**config.mk**
```make
export PLATFORM = sky130hd
export DESIGN_NAME = imm_gen_pipe
export DESIGN_NICKNAME = d
export VERILOG_FILES = /design/src/rtl/imm_gen_pipe.sv
export SDC_FILE = /design/constraint.sdc
export NUM_CORES = 1
export LEC_CHECK = 0
export ABC_AREA = 0
export BUFFER_PORTS_ARGS = -buffer_cell sky130_fd_sc_hd__buf_2
export CAP_MARGIN = 10
export CORE_MARGIN = 8
export CORE_UTILIZATION = 47
export DETAILED_ROUTE_END_ITERATION = 8
export PLACE_DENSITY = 0.79
export REMOVE_ABC_BUFFERS = 1
export SYNTH_ARGS = -nofsm -noshare
export SYNTH_HDL_FRONTEND = slang
export SYNTH_SLANG_ARGS = --single-unit
```
**constraint.sdc**
```tcl
create_clock -name clk -period 2 [get_ports clk]
set_input_delay 0 -clock clk [delete_from_list [all_inputs] [get_ports clk]]
set_output_delay 0 -clock clk [all_outputs]
set_load 0.01 [all_outputs]
```
**src/rtl/imm_gen_pipe.sv**
```systemverilog
// Pipelined RV32I/RV64I immediate generator: classifies each instruction, sign-extends
// its immediate to XLEN and delivers it with a passthrough tag over valid/ready.
module imm_gen_pipe #(
  parameter int XLEN   = 32,
  parameter int STAGES = 1,
  parameter int TAG_W  = 32,
  parameter int CNT_W  = 16
) (
  input  logic             clk,
  input  logic             reset,
  input  logic             flush,
  input  logic             in_valid,
  output logic             in_ready,
  input  logic [31:0]      in_instr,
  input  logic [TAG_W-1:0] in_tag,
  output logic             out_valid,
  input  logic             out_ready,
  output logic [XLEN-1:0]  out_imm,
  output logic [2:0]       out_fmt,
  output logic             out_illegal,
  output logic [TAG_W-1:0] out_tag,
  output logic [CNT_W-1:0] illegal_cnt
);

  localparam logic [2:0] FMT_R   = 3'd0;
  localparam logic [2:0] FMT_I   = 3'd1;
  localparam logic [2:0] FMT_S   = 3'd2;
  localparam logic [2:0] FMT_B   = 3'd3;
  localparam logic [2:0] FMT_U   = 3'd4;
  localparam logic [2:0] FMT_J   = 3'd5;
  localparam logic [2:0] FMT_ILL = 3'd7;

  // The word-sized opcodes (OP-IMM-32 / OP-32) only exist on RV64.
  function automatic logic [2:0] decode_fmt(input logic [31:0] instr);
    logic [2:0] f;
    f = FMT_ILL;
    case (instr[6:0])
      7'b0010011, 7'b0000011, 7'b1100111,
      7'b0001111, 7'b1110011: f = FMT_I;
      7'b0100011:             f = FMT_S;
      7'b1100011:             f = FMT_B;
      7'b0110111, 7'b0010111: f = FMT_U;
      7'b1101111:             f = FMT_J;
      7'b0110011:             f = FMT_R;
      7'b0011011:             f = (XLEN == 64) ? FMT_I : FMT_ILL;
      7'b0111011:             f = (XLEN == 64) ? FMT_R : FMT_ILL;
      default:                f = FMT_ILL;
    endcase
    return f;
  endfunction

  // Build the 32-bit immediate, then sign-extend from bit 31 to XLEN.
  function automatic logic [XLEN-1:0] build_imm(input logic [31:0] instr, input logic [2:0] fmt);
    logic [31:0] v;
    v = '0;
    case (fmt)
      FMT_I: v = {{20{instr[31]}}, instr[31:20]};
      FMT_S: v = {{20{instr[31]}}, instr[31:25], instr[11:7]};
      FMT_B: v = {{19{instr[31]}}, instr[31], instr[7], instr[30:25], instr[11:8], 1'b0};
      FMT_U: v = {instr[31:12], 12'b0};
      FMT_J: v = {{11{instr[31]}}, instr[31], instr[19:12], instr[20], instr[30:21], 1'b0};
      default: v = '0;
    endcase
    return XLEN'(signed'(v));
  endfunction

  logic out_load;
  assign out_load = !out_valid || out_ready;

  if (STAGES == 1) begin : g_one
    logic [2:0] in_fmt;
    assign in_fmt   = decode_fmt(in_instr);
    assign in_ready = !reset && !flush && out_load;

    always_ff @(posedge clk) begin
      if (reset) begin
        out_valid   <= 1'b0;
        out_imm     <= '0;
        out_fmt     <= FMT_R;
        out_illegal <= 1'b0;
        out_tag     <= '0;
      end else if (flush) begin
        out_valid <= 1'b0;
      end else if (out_load) begin
        out_valid <= in_valid;
        if (in_valid) begin
          out_imm     <= build_imm(in_instr, in_fmt);
          out_fmt     <= in_fmt;
          out_illegal <= (in_fmt == FMT_ILL);
          out_tag     <= in_tag;
        end
      end
    end
  end else begin : g_two
    logic             s1_valid;
    logic [31:0]      s1_instr;
    logic [2:0]       s1_fmt;
    logic [TAG_W-1:0] s1_tag;
    logic             s1_advance;

    assign s1_advance = !s1_valid || out_load;
    assign in_ready   = !reset && !flush && s1_advance;

    // Stage 1 decodes and keeps the raw word; stage 2 builds the immediate.
    always_ff @(posedge clk) begin
      if (reset) begin
        s1_valid    <= 1'b0;
        s1_instr    <= '0;
        s1_fmt      <= FMT_R;
        s1_tag      <= '0;
        out_valid   <= 1'b0;
        out_imm     <= '0;
        out_fmt     <= FMT_R;
        out_illegal <= 1'b0;
        out_tag     <= '0;
      end else if (flush) begin
        s1_valid  <= 1'b0;
        out_valid <= 1'b0;
      end else begin
        if (out_load) begin
          out_valid <= s1_valid;
          if (s1_valid) begin
            out_imm     <= build_imm(s1_instr, s1_fmt);
            out_fmt     <= s1_fmt;
            out_illegal <= (s1_fmt == FMT_ILL);
            out_tag     <= s1_tag;
          end
        end
        if (s1_advance) begin
          s1_valid <= in_valid;
          if (in_valid) begin
            s1_instr <= in_instr;
            s1_fmt   <= decode_fmt(in_instr);
            s1_tag   <= in_tag;
          end
        end
      end
    end
  end

  // Only delivered illegal results count; flushed ones never reach the output transfer.
  always_ff @(posedge clk) begin
    if (reset) begin
      illegal_cnt <= '0;
    end else if (out_valid && out_ready && out_illegal && (illegal_cnt != {CNT_W{1'b1}})) begin
      illegal_cnt <= illegal_cnt + 1'b1;
    end
  end

endmodule

```
## Word-level counts from Yosys, hierarchy flattened

Index checks and enable logic that the tools add are counted.

- Register bits after elaboration: 85
- Latch bits: 0
- Memory bits (writable): 0
- Bits in read-only memories: 0
- Output and inout port bits: 86
- Logic and storage cells: 41
- Memories: 0

- Add/subtract/negate cells: 1
- Multipliers: 0
- Div/mod/pow operators: 0
- Order comparisons: 0
- Equal/unequal tests: 18
- Shift-type cells: 0
- Multiplexer cells: 2
- Bitwise logic cells: 1
- Reductions and logical operators: 13

Operator list:

| kind | number |
|---|---|
| $pmux 32 s5 | 1 |
| $eq 7x7->1 const B | 4 |
| $eq 7x6->1 const B | 3 |
| $pmux 3 s6 | 1 |
| $add 16x1->16 const B | 1 |
| $ne 16x16->1 const B | 1 |
| $eq 7x5->1 const B | 2 |
| $eq 3x3->1 const B | 3 |
| $eq 7x2->1 const B | 1 |
| $eq 7x4->1 const B | 1 |
| $eq 3x2->1 const B | 2 |
| $logic_and 1x1->1 | 5 |
| $reduce_or 5->1 | 1 |
| $reduce_or 2->1 | 2 |
| $eq 3x1->1 const B | 1 |
| $logic_not 1->1 | 3 |
| $reduce_and 3->1 | 1 |
| $logic_or 1x1->1 | 1 |
| $not 1->1 | 1 |

## Logic depth before layout (Yosys ltp)

Gate-level depths: netlist of run 1.

- Depth after elaboration: 5
- Depth in mapped cells: 8

## Least setup slack after synthesis of run 1

Ideal clock, no wire load.

- Path kind: register to register
- Start point: register illegal_cnt[6]
- End point: register illegal_cnt[15]
- Library setup time: 0.121 ns
- Data arrival time: 1.459 ns
- Data required time: 1.879 ns
- Slack: 0.421 ns
- Stages on the path, launching flop included: 6
- Path buffers: 0
- Path through: dfxtp_1 > and4_1 > and4_1 > o2111ai_1 > nor2_1 > mux2_2

- Word-level cells in the longest chain between the ends: 2
- Elaborated cells between the ends (all ways): 3
- Classes of those cells: add/sub: 1; eq/ne: 1; reduce/logical: 1

Ends and longest elaborated chain:

| element | RTL line | text |
|---|---|---|
| start: declaration | 22 | `output logic [CNT_W-1:0] illegal_cnt` |
| start signal: assignment | 146 | `illegal_cnt <= illegal_cnt + 1'b1;` |
| parallel branches: the longest is 2 deep, another holds $add 16x1->16 | - |  |

Several ways; the timed one is not identified.
A chain may end at the register's enable or synchronous reset.

## Worst setup path in the final report of run 1

- Start point: register illegal_cnt[6]
- End point: register illegal_cnt[2]

- Word-level cells in the longest chain between the ends: 2

Ends and longest elaborated chain:

| element | RTL line | text |
|---|---|---|
| $ne 16x16->1 | 145 | `end else if (out_valid && out_ready && out_illegal && (illegal_cnt != {CNT_W{1'b1}})) begin` |
| $logic_and 1x1->1 | 145 |  |

No other way between the ends.

==> flow_summary.toml, run 1 <==
[grt]
grt_usage = 0.214
grt_max_degree = 41
grt_pass1_vias = 4122
grt_pass1_wl_um = 19700
grt_remaining_overflow = 0
grt_antenna_before_repair = 0

[yosys]
synth_edf_count = 0
yosys_warnings = 0
syn_area_per_cell_um2 = 8.34
synth.most_common_cell = "nand2_1"
synth_xor_area_frac = 0.0334
synthCells = 440
ys_seq_area_frac = 0.464
yosys.area.top_type = "dfxtp_1"
synthSimpleGateAreaFrac = 0.239
synthAdderAreaFrac = 0.00341
synth_area_mm2 = 0.00367
ys_types = 55
synth-compound-area-share = 0.211
synth_top_area_frac = 0.464
synth_top_family_by_area = "simple AND/OR/NAND/NOR gates"
yosys-top-cells-area = "dfxtp_1 46%, nand2_1 10%, a21oi_1 7.4%, nor2_1 3.5%, xor2_1 2.9%"
synth_common_cells = "99 x nand2_1, 85 x dfxtp_1, 54 x a21oi_1, 34 x nor2_1, 17 x clkbuf_1"
synthArstFlopShare = 0
synth.mux.area_fraction = 0.00579
synth_seq_cells = 85
synth_ff_type = "dfxtp_1"

[route]
vias = 3984
dr.first_iter.drc_count = 229
remaining_drc_errors = 0
drt-pass1-iter-count = 6
ant_nets = 0
wl_per_cell_um = 16.4
wirelength_um = 12200
via_per_inst = 5.35

[power]
power_density_mw_per_mm2 = 654
leakage_nw = 2.40
peakVddDrop_uv = 356
totalPowerFinal_mw = 3.42

[sta]
hold_viol = 0
worstMarginPinSlew_ps = 650
setup_viol = 0
fmax_mhz = 556
rsz0062_at_grt = "false"
relSlewSlack = 0.565
min_period_over_period = 0.899
skew_ps = 6.60
holdWs_ps = 28.8
min_period_ps = 1800
slew_viol_final = 0

[worst_setup_path]
reg2reg_setup_slack_ps = 200
end_kind = "flop"
arrival_ps = 2030
cp_top_family = "simple AND/OR/NAND/NOR gates"
required_ps = 2230
ff2ff_path_depth = 6
cpPeakStageDelay_ps = 420
critPathBufInv = 1
slowest_stage = "dfxtp_1"
cp_cell_sequence = "and4_1, nand4_1, buf_4, o211ai_1, xor2_1, nor2_1"
critPathMaxFanout = 6
worstSetupPathType = "reg -> reg"
r2r-start = "illegal_cnt[6]"
cp-start-kind = "flop"
worst_r2r_endpoint = "illegal_cnt[2]"

[floorplan]
rows = 32
die_y_um = 104
initial_core_util = 0.480
die_width_um = 104
ios = 155
core_area_mm2 = 0.00765
die-area_mm2 = 0.0109

[clocking]
cts.htree.levels = 3
cts_sinks = 85
clock_path_buffers = 2
cts.clk_slew.worst_paths_ps = 90
numCtsBuffers = 9
cts_root_buffer = "clkbuf_8"
clkLatencyLatePin_ps = 350
tritoncts = "done"

[hold_path]
hp-class = "in -> reg"
holdPathStages = 3
min_to = "out_imm[11]"
min-delay-start = "in_instr[7]"

[cells_and_area]
syn2layout_area_growth_pct = 42.4
num_antenna_cells = 0
finalNetCount = 707
fin_util = 0.684
drive_above_1_share = 0.301
fillCellCount = 660

[placement]
gp_congestion = 0.817
dpl.hpwl_um = 8150
io_buffers = 154

[status]
status = "finished clean"

[job]
max_cap_violations = 0
[layout make-up]
cell class,count,area (um2),area share
multi-input cells,321,1810,0.346
flip-flops and latches,85,1700,0.326
repair buffers,217,1370,0.262
clock buffers,10,138,0.0263
well taps,102,128,0.0244
clock inverters,6,70.1,0.0134
inverters,3,11.3,0.00215
[report_power, final]
group          leakage [nW]  switching (mW)  internal [mW]
clock network        0.0951           0.636          0.618
registers             0.689          0.0197           1.73
logic                  1.62           0.217          0.198
[per-stage QoR]
step	TNS, ps	instances	setup WS, ps	cell area (um2)
global placement	0	677	296	4510
global route	0	744	53.0	5230
finish	0	744	202	5230
detailed placement	0	677	207	4510
floorplan	-68310	409	-1920	3520
CTS	0	743	166	5220
[layout by cell type, fill, tap and decap left out, types with 6 or more instances in the layout]
cell           count
and3_1             8
buf_4             13
a21oi_1           54
o211ai_1           6
nor2_1            34
a21o_1            13
dlygate4sd3_1     50
a22oi_1            7
clkbuf_8          10
nand2_1           99
nor3_1             6
xor2_1            12
o21ai_1           10
buf_2            154
a211oi_1           6
dfxtp_1           85
[worst register-to-register path, stage by stage, from the launching register on]
cell	delay, ps
dfxtp_1	420
and4_1	290
nand4_1	280
buf_4	250
o211ai_1	230
xor2_1	170
nor2_1	50
[flip-flops by register name (all words and copies together) (netlist names)]
register	flops
out_fmt	3
out_tag	32
illegal_cnt	16
out_valid	1
out_imm	32
out_illegal	1
[routing by layer]
metal / up-vias / GRT usage / share of wire
met4: 0 / 0.0683 / 0.018
met3: 24 / 0.0787 / 0.094
met1: 1846 / 0.231 / 0.39
met5: - / 0 / 0
li1: 1942 / - / -
met2: 172 / 0.379 / 0.49
[worst max path at each step]
stage                              start               to  slack (ps)  cells past startpoint
after floorplan                out_valid      out_imm[11]       -1920                      5
after global placement    illegal_cnt[6]  illegal_cnt[15]         300                      5
after detailed placement  illegal_cnt[6]  illegal_cnt[15]         210                      5
after CTS                 illegal_cnt[6]  illegal_cnt[15]         170                      5
after global routing      illegal_cnt[6]   illegal_cnt[9]          50                      6
final                     illegal_cnt[6]   illegal_cnt[2]         200                      6
[timing repair]
item	4_1_cts	5_1_grt
buffers inserted	0	1
endpoints found under the hold margin	50	0
resized for setup	0	0
hold buffers	50	0
endpoints found under the setup margin	0	1
[kinds of logic (layout without fill, tap and decap cells)]
| kind of cell | after synthesis | in the layout |
|---|---|---|
| AOI/OAI and AO/OA | 120 | 120 |
| xor gates and xnor gates | 14 | 14 |
| adders and majority gates | 1 | 1 |
| buffers and inverters | 34 | 236 |
| DFF | 85 | 85 |
| muxes | 2 | 2 |
| and+or+nand+nor | 184 | 184 |
Power figures use the tool's default switching activity.
==> run 2, diff against run 1 <==
Settings changed: CORE_ASPECT_RATIO set to 0.75.
==> flow_summary.toml, run 2 (synthesized netlist as in run 1, its figures left out) <==
[worst_setup_path]
slowest_stage = "dfxtp_1"
critPathBufInv = 1
cp_cell_sequence = "and4_1, nand4_1, buf_4, o211ai_1, xor2_1, nor2_1"
cp-start-kind = "flop"
arrival_ps = 1940
cp_top_family = "simple AND/OR/NAND/NOR gates"
cpPeakStageDelay_ps = 430
worstSetupPathType = "reg -> reg"
required_ps = 2220
critPathMaxFanout = 8
end_kind = "flop"

[grt]
grt_antenna_before_repair = 0
grt_pass1_wl_um = 19700
grt_usage = 0.219
grt_pass1_vias = 4004
grt_remaining_overflow = 0
grt_max_degree = 38

[route]
dr.first_iter.drc_count = 239
via_per_inst = 5.35
wirelength_um = 12100
remaining_drc_errors = 0
wl_per_cell_um = 16.2
drt-pass1-iter-count = 4
ant_nets = 0
vias = 3984

[placement]
dpl.hpwl_um = 8290
dp_cells = 678
place_ws_ps = 296
io_buffers = 154
post_dp_cell_area_mm2 = 0.00451
gp_congestion = 0.865

[floorplan]
initial_core_util = 0.474
die_y_um = 92.5
ios = 155
rows = 28
core_area_mm2 = 0.00774
die_width_um = 118
die-area_mm2 = 0.0109

[clocking]
cts.clk_slew.worst_paths_ps = 90
cts_hold_buf = 51
clkLatencyLatePin_ps = 350
post_cts_resized = 0
tritoncts = "done"
numCtsBuffers = 9
cts_sinks = 85
clock_path_buffers = 2
cts.htree.levels = 3
cts_root_buffer = "clkbuf_8"
cts_setup_buffers = 0

[power]
leakage_nw = 2.41
power_density_mw_per_mm2 = 664
peakVddDrop_uv = 474
totalPowerFinal_mw = 3.47

[cells_and_area]
num_antenna_cells = 0
fin_util = 0.675
finalNetCount = 705
syn2layout_area_growth_pct = 42.4
final_common_cell = "buf_2"
design_area_mm2 = 0.00523
biggestRegsByFlops = "out_imm: 32 flops, out_tag: 32 flops, illegal_cnt: 16 flops"
drive_above_1_share = 0.297
final_cells = 744
fillCellCount = 647
most-common-layout-cells = "154 x buf_2, 99 x nand2_1, 85 x dfxtp_1"

[sta]
hold_viol = 0
setup_viol = 0
holdWs_ps = 36.8
fin_ws_ps = 281
relSlewSlack = 0.583
rsz0062_at_grt = "false"
skew_ps = 10.7
slew_viol_final = 0
fmax_mhz = 582
worstMarginPinSlew_ps = 624
min_period_ps = 1720
min_period_over_period = 0.860
tns_ps = 0

[hold_path]
hp-class = "in -> reg"

[job]
max_cap_violations = 0

[status]
status = "finished clean"
-- run 2: changes by cell type in the layout (fill, tap and decap cells not counted) --
cell / previous run / this run
buf_4: 13 / 10
bufinv_16: 1 / 2
clkbuf_8: 10 / 9
clkinv_2: 0 / 2
clkinvlp_4: 3 / 0
dlygate4sd3_1: 50 / 51
nor4_1: 1 / 0
nor4_2: 0 / 1
-- run 2: layout make-up --
cell class,instances,area [um2],area share
Inverter,3,11.3,0.00215
Timing Repair Buffer,215,1360,0.259
Clock inverter,6,87.6,0.0168
Clock buffer,9,124,0.0237
Multi-Input combinational cell,321,1820,0.347
Tap cell,105,131,0.0251
Sequential cell,85,1700,0.325
-- run 2: worst paths after layout --
kind	from	to	slack (ps)	depth (start not counted)
worst min-delay path	in_instr[24]	out_imm[24]	40	4
worst min register to register	out_imm[16]	out_imm[16]	450	2
worst max register to register	illegal_cnt[6]	illegal_cnt[3]	280	6
worst max-delay path	illegal_cnt[6]	illegal_cnt[3]	280	6
-- run 2: tightest hold or removal path: stages --
cell	delay [ps]
buf_2	90
nand2_1	40
a21oi_1	130
a21o_1	90
-- run 2: report_power, final --
group,internal (mW),switching [mW]
logic,0.197,0.218
registers,1.73,0.0183
clock network,0.699,0.610
total,2.62,0.847
-- run 2: per-layer routing --
metal  share of wire  up-vias  wire length (um)  GRT usage
li1                -     1927                 -          -
met1            0.40     1872              4860      0.246
met2            0.49      163              5910      0.371
met3           0.089       22              1080     0.0875
met4           0.018        0               211     0.0829
met5               0        -                 0          0
